**config.mk**
```make
export PLATFORM = sky130hd
export DESIGN_NAME = uart_rx_deframer
export DESIGN_NICKNAME = d
export VERILOG_FILES = /design/src/rtl/uart_pkg.sv /design/src/rtl/uart_rx_deframer.sv
export SDC_FILE = /design/constraint.sdc
export NUM_CORES = 1
export LEC_CHECK = 0
export CAP_MARGIN = 10
export CELL_PAD_IN_SITES_DETAIL_PLACEMENT = 2
export CELL_PAD_IN_SITES_GLOBAL_PLACEMENT = 2
export CORE_MARGIN = 2
export CORE_UTILIZATION = 40
export CTS_CLUSTER_DIAMETER = 200
export CTS_CLUSTER_SIZE = 10
export DETAILED_ROUTE_END_ITERATION = 10
export PLACE_DENSITY = 0.92
export SETUP_SLACK_MARGIN = 0.4
export SYNTH_ARGS = -nofsm -noshare
export SYNTH_HDL_FRONTEND = slang
export SYNTH_SLANG_ARGS = --single-unit
```
**constraint.sdc**
```tcl
create_clock -name i_samp_clk -period 2.8 [get_ports i_samp_clk]
set_input_delay 0.56 -clock i_samp_clk [delete_from_list [all_inputs] [get_ports i_samp_clk]]
set_output_delay 0.56 -clock i_samp_clk [all_outputs]
set_load 0.01 [all_outputs]
```
**src/rtl/uart_pkg.sv**
```systemverilog
// -----------------------------------------------------------------------------
// uart_pkg
// Shared types and constants for the UART receive path.
//   state_t         : receive deframer state enumeration
//   PAR_NONE/ODD/EVEN : parity mode selectors for the PARITY parameter
//   parityMismatch  : folds the XOR of data+parity bit into an error flag
// -----------------------------------------------------------------------------
package uart_pkg;

  typedef enum logic [2:0] {
    IDLE,
    START,
    DATA,
    PAR,
    STOP,
    BRK
  } state_t;

  localparam int PAR_NONE = 0;
  localparam int PAR_ODD  = 1;
  localparam int PAR_EVEN = 2;

  // xorAll is the XOR of every data bit and the received parity bit.
  // Odd parity expects that XOR to be 1, even parity expects 0.
  function automatic logic parityMismatch(input int mode, input logic xorAll);
    logic result;
    result = 1'b0;
    if (mode == PAR_ODD) begin
      result = ~xorAll;
    end else if (mode == PAR_EVEN) begin
      result = xorAll;
    end
    return result;
  endfunction

endpackage

```
**src/rtl/uart_rx_deframer.sv**
```systemverilog
// -----------------------------------------------------------------------------
// uart_rx_deframer
// Recovers characters from the filtered UART receive line. A falling line seen
// on an oversample tick starts a frame; the start bit is re-checked at mid-bit,
// data bits are sampled LSB first at mid-bit, then optional parity and the stop
// bit. Each good character is presented with a single-cycle valid strobe; a
// bad stop bit produces a single-cycle frame_err strobe and the receiver then
// waits for the line to return high before looking for another start.
//
// Ports:
//   i_samp_clk    : sampling clock shared with the receive filter
//   i_reset       : asynchronous active-high reset
//   i_bit_clk     : oversample tick enable, one i_samp_clk cycle wide
//   i_rx          : filtered serial line, idle high
//   o_data        : last received character, held until the next valid
//   o_valid       : one-cycle strobe, o_data updated
//   o_parity_err  : parity mismatch, qualified by o_valid
//   o_frame_err   : one-cycle strobe, stop bit sampled low
//   o_busy        : high whenever a frame (or break) is in progress
// -----------------------------------------------------------------------------
module uart_rx_deframer
  import uart_pkg::*;
#(
  parameter int OVERSAMPLE = 16,
  parameter int DATA_BITS  = 8,
  parameter int PARITY     = 0
) (
  input  logic                 i_samp_clk,
  input  logic                 i_reset,
  input  logic                 i_bit_clk,
  input  logic                 i_rx,
  output logic [DATA_BITS-1:0] o_data,
  output logic                 o_valid,
  output logic                 o_parity_err,
  output logic                 o_frame_err,
  output logic                 o_busy
);

  localparam int CW = $clog2(OVERSAMPLE);
  localparam int BW = $clog2(DATA_BITS + 1);

  localparam logic [CW-1:0] HALF_LAST = CW'(OVERSAMPLE / 2 - 1);
  localparam logic [CW-1:0] BIT_LAST  = CW'(OVERSAMPLE - 1);
  localparam logic [BW-1:0] DATA_LAST = BW'(DATA_BITS - 1);

  state_t                 r_state;
  state_t                 w_nextState;
  logic [CW-1:0]          r_tickCnt;
  logic [BW-1:0]          r_bitCnt;
  logic [DATA_BITS-1:0]   r_shift;
  logic [DATA_BITS-1:0]   r_data;
  logic                   r_parErr;
  logic                   r_parOut;
  logic                   r_valid;
  logic                   r_frameErr;
  logic                   w_startMid;
  logic                   w_bitMid;

  // Mid-bit sample points. The start bit is checked half a bit after the
  // falling edge; every later bit is one full bit after the previous sample.
  assign w_startMid = i_bit_clk && (r_state == START) && (r_tickCnt == HALF_LAST);
  assign w_bitMid   = i_bit_clk && ((r_state == DATA) || (r_state == PAR) || (r_state == STOP))
                      && (r_tickCnt == BIT_LAST);

  // State register.
  always_ff @(posedge i_samp_clk or posedge i_reset) begin
    if (i_reset) begin
      r_state <= IDLE;
    end else begin
      r_state <= w_nextState;
    end
  end

  // Next-state logic. Leaving STOP straight after its mid-bit sample gives
  // half a bit of margin to catch a back-to-back start edge.
  always_comb begin
    w_nextState = r_state;
    case (r_state)
      IDLE: begin
        if (i_bit_clk && !i_rx) begin
          w_nextState = START;
        end
      end
      START: begin
        if (w_startMid) begin
          w_nextState = i_rx ? IDLE : DATA;
        end
      end
      DATA: begin
        if (w_bitMid && (r_bitCnt == DATA_LAST)) begin
          w_nextState = (PARITY != PAR_NONE) ? PAR : STOP;
        end
      end
      PAR: begin
        if (w_bitMid) begin
          w_nextState = STOP;
        end
      end
      STOP: begin
        if (w_bitMid) begin
          w_nextState = i_rx ? IDLE : BRK;
        end
      end
      BRK: begin
        if (i_bit_clk && i_rx) begin
          w_nextState = IDLE;
        end
      end
      default: begin
        w_nextState = IDLE;
      end
    endcase
  end

  // Tick counter: cleared at every sample point and while idle or in break,
  // so it never needs to wrap.
  always_ff @(posedge i_samp_clk or posedge i_reset) begin
    if (i_reset) begin
      r_tickCnt <= '0;
    end else if (i_bit_clk) begin
      if ((r_state == IDLE) || (r_state == BRK) || w_startMid || w_bitMid) begin
        r_tickCnt <= '0;
      end else begin
        r_tickCnt <= r_tickCnt + 1'b1;
      end
    end
  end

  // Bit counter: only meaningful in DATA, held at zero everywhere else.
  always_ff @(posedge i_samp_clk or posedge i_reset) begin
    if (i_reset) begin
      r_bitCnt <= '0;
    end else if (i_bit_clk) begin
      if (r_state != DATA) begin
        r_bitCnt <= '0;
      end else if (w_bitMid) begin
        r_bitCnt <= r_bitCnt + 1'b1;
      end
    end
  end

  // Datapath. Strobes default low every samp_clk cycle so they stay one cycle
  // wide however far apart the oversample ticks are.
  always_ff @(posedge i_samp_clk or posedge i_reset) begin
    if (i_reset) begin
      r_shift    <= '0;
      r_data     <= '0;
      r_parErr   <= 1'b0;
      r_parOut   <= 1'b0;
      r_valid    <= 1'b0;
      r_frameErr <= 1'b0;
    end else begin
      r_valid    <= 1'b0;
      r_frameErr <= 1'b0;
      r_parOut   <= 1'b0;
      if (w_startMid && !i_rx) begin
        r_parErr <= 1'b0;
      end
      if ((r_state == DATA) && w_bitMid) begin
        r_shift <= {i_rx, r_shift[DATA_BITS-1:1]};
      end
      if ((r_state == PAR) && w_bitMid) begin
        r_parErr <= parityMismatch(PARITY, (^r_shift) ^ i_rx);
      end
      if ((r_state == STOP) && w_bitMid) begin
        if (i_rx) begin
          r_valid  <= 1'b1;
          r_data   <= r_shift;
          r_parOut <= r_parErr;
        end else begin
          r_frameErr <= 1'b1;
        end
      end
    end
  end

  assign o_data       = r_data;
  assign o_valid      = r_valid;
  assign o_parity_err = r_parOut;
  assign o_frame_err  = r_frameErr;
  assign o_busy       = (r_state != IDLE);

endmodule

```
# After elaboration in Yosys (flattened, before gate mapping)
# Cells that the tools add are included.
dict set report classes {
  mul 0
  n_mux 20
  magnitude_cmp 0
  div 0
  add_sub_neg 2
  n_shift 0
  n_reduce_logical 24
  bitwise 0
  eq_ne 15
}
# op count
set op_table {}
lappend op_table {{3-bit 2-to-1 mux} 7}
lappend op_table {{3-bit one-hot mux with 6 select lines} 1}
lappend op_table {{4-bit 2-to-1 mux} 3}
lappend op_table {{1-bit logical AND} 11}
lappend op_table {{2-bit != test (second input constant)} 5}
lappend op_table {{4-bit by 1-bit adder with 4-bit output (second input constant)} 2}
lappend op_table {{4-bit by 3-bit == test with 1-bit output (second input constant)} 2}
lappend op_table {{1-bit 2-to-1 mux} 8}
lappend op_table {{3-bit by 2-bit == test with 1-bit output (second input constant)} 2}
lappend op_table {{3-bit == test (second input constant)} 2}
lappend op_table {{6-bit AND reduction} 1}
lappend op_table {{1-bit logical OR} 5}
lappend op_table {{4-bit == test (second input constant)} 1}
lappend op_table {{2-bit AND reduction} 2}
lappend op_table {{2-bit nonzero test} 2}
lappend op_table {{3-bit by 1-bit == test with 1-bit output (second input constant)} 1}
lappend op_table {{3-bit logical NOT} 1}
lappend op_table {{3-bit by 2-bit != test with 1-bit output (second input constant)} 1}
lappend op_table {{3-bit nonzero test} 1}
lappend op_table {{2-bit 2-to-1 mux} 1}
lappend op_table {{2-bit by 1-bit != test with 1-bit output (second input constant)} 1}
lappend op_table {{1-bit logical NOT} 1}
dict set report word_totals {
  regBits 31
  ramBits 0
  latch_bits 0
  romBits 0
  inputBits 4
  n_memories 0
  out_inout_bits 12
}

# Depth between registers and ports, before layout
dict set report depth {
  depth_word 8
  ltp_mapped 5
  depth_no_buf 4
}

# Worst setup path after synthesis
# OpenSTA, ideal clock, no wires.
dict set report synth_timing {
  kind {flip-flop to flip-flop}
  from {reg r_tickCnt[0]}
  to {reg r_data[0] (netlist: o_data[0])}
  stages_incl_launch_ff 6
  setup_slack_ps 1178
  period_less_slack_ps 1622
  setup_time_ps 125
  n_path_buf 1
  t_arrival_ps 1497
  required_time_ps 2675
  path_cell_list {dfrtp_1 -> ha_1 -> and4_1 -> and4_1 -> buf_6 -> mux2_2}
}
dict set report synth_between {
  elab_chain_len 4
}
# element line_no
set synth_rtl {}
lappend synth_rtl {{start, declared} uart_rx_deframer.sv:48} ;# logic [CW-1:0] r_tickCnt;
lappend synth_rtl {{start signal, assigned} uart_rx_deframer.sv:124} ;# r_tickCnt <= r_tickCnt + 1'b1;
lappend synth_rtl {{4-bit == test} uart_rx_deframer.sv:63} ;# && (r_tickCnt == BIT_LAST);
lappend synth_rtl {{1-bit logical AND} uart_rx_deframer.sv:63}
lappend synth_rtl {{1-bit logical AND} uart_rx_deframer.sv:165} ;# if ((r_state == STOP) && w_bitMid) begin
lappend synth_rtl {{2-bit AND reduction (no source line)} n/a}
lappend synth_rtl {{end signal, assigned} uart_rx_deframer.sv:168} ;# r_data <= r_shift;
lappend synth_rtl {{end, declared} uart_rx_deframer.sv:51} ;# logic [DATA_BITS-1:0] r_data;
# No other way between the ends.
# A chain may end at the register's enable or synchronous reset.

# Worst setup path after layout
dict set report layout_timing {
  from {reg r_state[0]}
  to {out o_busy}
}
dict set report layout_between {
  elab_chain_len 1
}
# element line_no
set layout_rtl {}
lappend layout_rtl {{start, declared} uart_rx_deframer.sv:46} ;# state_t r_state;
lappend layout_rtl {{start signal, assigned} uart_rx_deframer.sv:70} ;# r_state <= w_nextState;
lappend layout_rtl {{3-bit nonzero test} uart_rx_deframer.sv:181} ;# assign o_busy = (r_state != IDLE);
lappend layout_rtl {{end, declared} uart_rx_deframer.sv:36} ;# output logic o_busy
# No other way between the ends.

==> reports/metrics.cfg <==
[setup_path]
slowest_delay_ns = 0.59
cp_cell_sequence = inv_1 -> nand2_1 -> clkdlybuf4s50_1
r2r_cells = 4
crit_path_max_fanout = 13
cp_slowest_cell = dfrtp_1
critPathKind = reg2out
path_buf_inv = 2
r2r-end = o_data[2]
crit_end = o_busy
crit_cells = 3
r2r_slack_ns = 0.79
cp.required_ns = 2.24
startpoint = r_state[0]
crit_family = buffers and inverters
cp-start-kind = register
crit_path_end_kind = primary output
arrival_ns = 1.71
reg2reg_from = r_tickCnt[0]

[yosys]
ys_ff_latch = 29
synth-seq-area-share = 0.5316
synth_cells = 108
synth_edf_count = 0
netlist_area_um2 = 1365
async_flop_share = 1.000
ys_types = 36
synth_ff_type = dfrtp_1
syn_nets = 114
avgSynthCellArea_um2 = 12.64
yosysWarnings = 0

[placed_design]
gp_congestion = 0.8252
hpwl_um = 2279
dp_cells = 166
io_buffers = 14
place_area_um2 = 1546

[timing]
relSlewSlack = 0.6449
final_hold_viol_count = 0
grt_setup_unrepaired = false
period_needed_ns = 2.265
post-route-period-util = 0.8089
setup_viol = 0
skew_ns = 0.008066
tns_ns = 0
worst_slew_pin_slew_ns = 0.5317
drv_slew = 0
fmax_mhz = 441.5

[global_routing]
overflow = 0
grt_max_degree = 30
antenna_found_initial = 0
grt_pass1_wl_um = 5326
grt_pass1_vias = 1044
track_usage = 0.1839

[clocking]
insertion_delay_ns = 0.32
holdBufCountCts = 0
clock_sinks = 29
clockBufferDepth = 2
cts_buffers = 5
cts_resized = 0
root_buffer = clkbuf_4
htree_levels = 2
clk_pin_slew_worst_paths_ns = 0.09
cts_tree = yes
cts_setup_buffers = 0

[layout]
final_cell_mix = 29 x dfrtp_1, 17 x mux2_2, 14 x clkdlybuf4s50_1
final_common_cell = dfrtp_1
diodes = 0
register_area_um2 = 725.7
fin_util = 0.4826
fin_nets = 133
final_area_um2 = 1598
final_cells = 174
synthToLayoutAreaGrowth_pct = 17.05
fillers = 340
drive_above_1_share = 0.2344
multi_input_area_um2 = 593.1

[power_and_ir_drop]
clkPwrFrac = 0.249
sw_frac_of_total = 0.3306
pwr-share-seq = 0.544
peakVddDrop_v = 0.0003765
finalPower_uw = 945.9
powerDensity_nw_per_um2 = 592.0
pwr-share-comb = 0.207
internal_power_uw = 633.2
netSwitchingPower_uw = 312.7
p_leak_nw = 0.7510

[die]
core_area_um2 = 3311
start_util = 0.4123
dieHeight_um = 62.42
die_w_um = 62.42
die-area_um2 = 3896
rows = 21
io_pins = 16

[route]
first_pass_iters = 4
drtAntennaViolNets = 0
drt_iter0_drc = 24
wire_per_inst_um = 17.89
viasPerCell = 5.305
routed-via-count = 923
wl_um = 3112
drcViolationCount = 0

[job]
drv_cap = 0

[run_status]
outcome = finished, final reports clean

[min_path]
hold_path.class = reg2reg

-- worst register-to-register path: stages, from the launching register on --
cell and delay, ns:
dfrtp_1 0.40, ha_1 0.29, and4_1 0.33, and4_1 0.48
mux2_2 0.39
-- per-stage QoR --
| step | setup WS, ns | hold WS, ns |
|---|---|---|
| floorplan | 1.178 | 0.4749 |
| global placement | 0.5210 | 0.4897 |
| detailed placement | 0.4485 | 0.5030 |
| CTS | 0.5092 | 0.5245 |
| global route | 0.4081 | 0.5438 |
| finish | 0.5349 | 0.5154 |
-- metal layers --
metal / vias up / global-route usage / wire length, um
met4: 0 / 0.09167 / 74
met2: 10 / 0.3145 / 1659
met3: 7 / 0.03784 / 58
li1: 434 / - / -
met1: 472 / 0.2201 / 1320
met5: - / 0 / 0
-- synthesized netlist by cell type, drive strengths merged, types with 3 or more instances --
cell type  instances  area (um2)
nor2               3       27.53
inv                4       15.01
o21ai              3       15.01
nor2b              4       25.02
dfrtp             29       725.7
mux2              17       191.4
a21oi              5       25.02
nand2              3       11.26
nor4               4       25.02
buf                4       31.27
o211ai             3       22.52
-- cell type report --
cell class / count / share of cell area
Inverter: 4 / 0.009397
Timing Repair Buffer: 16 / 0.09710
Multi-Input combinational cell: 71 / 0.3712
Clock buffer: 6 / 0.02584
Sequential cell: 29 / 0.4542
Clock inverter: 2 / 0.006265
Tap cell: 46 / 0.03602
-- cells by family after synthesis --
group           count (synthesis)  share of synthesized area
mux                            18                     0.1476
simple gates                   30                     0.1586
compound gates                 17                    0.08798
other cells                     1                   0.002747
buf+inv                         8                    0.03390
xor+xnor                        3                    0.01925
fa+ha+maj                       2                    0.01833
flops                          29                     0.5316
-- sequential cells by signal (all words and copies together), names as in the netlist --
register,cells
r_state,3
o_data,8
r_shift,8
r_bitCnt,4
o_frame_err,1
o_valid,1
r_tickCnt,4
-- worst min-delay path by stage --
stage	start	endpoint	slack [ns]	cells past startpoint
2_1_floorplan	r_shift[0]	r_shift[0]	0.47	1
3_3_place_gp	o_data[5]	o_data[5]	0.49	1
3_5_place_dp	o_data[1]	o_data[1]	0.50	1
4_1_cts	o_data[1]	o_data[1]	0.52	1
5_1_grt	r_shift[0]	o_data[0]	0.54	1
6_report	o_data[1]	o_data[1]	0.52	1
-- power groups by stage --
stage,Combinational (mW),Sequential [mW],Clock (mW)
global route,0.218,0.524,0.266
detailed placement,0.195,0.524,0
global placement,0.177,0.518,0
floorplan,0.155,0.492,0
finish,0.196,0.515,0.235
CTS,0.201,0.515,0.247
No activity file was read; power rests on OpenSTA's default activity.
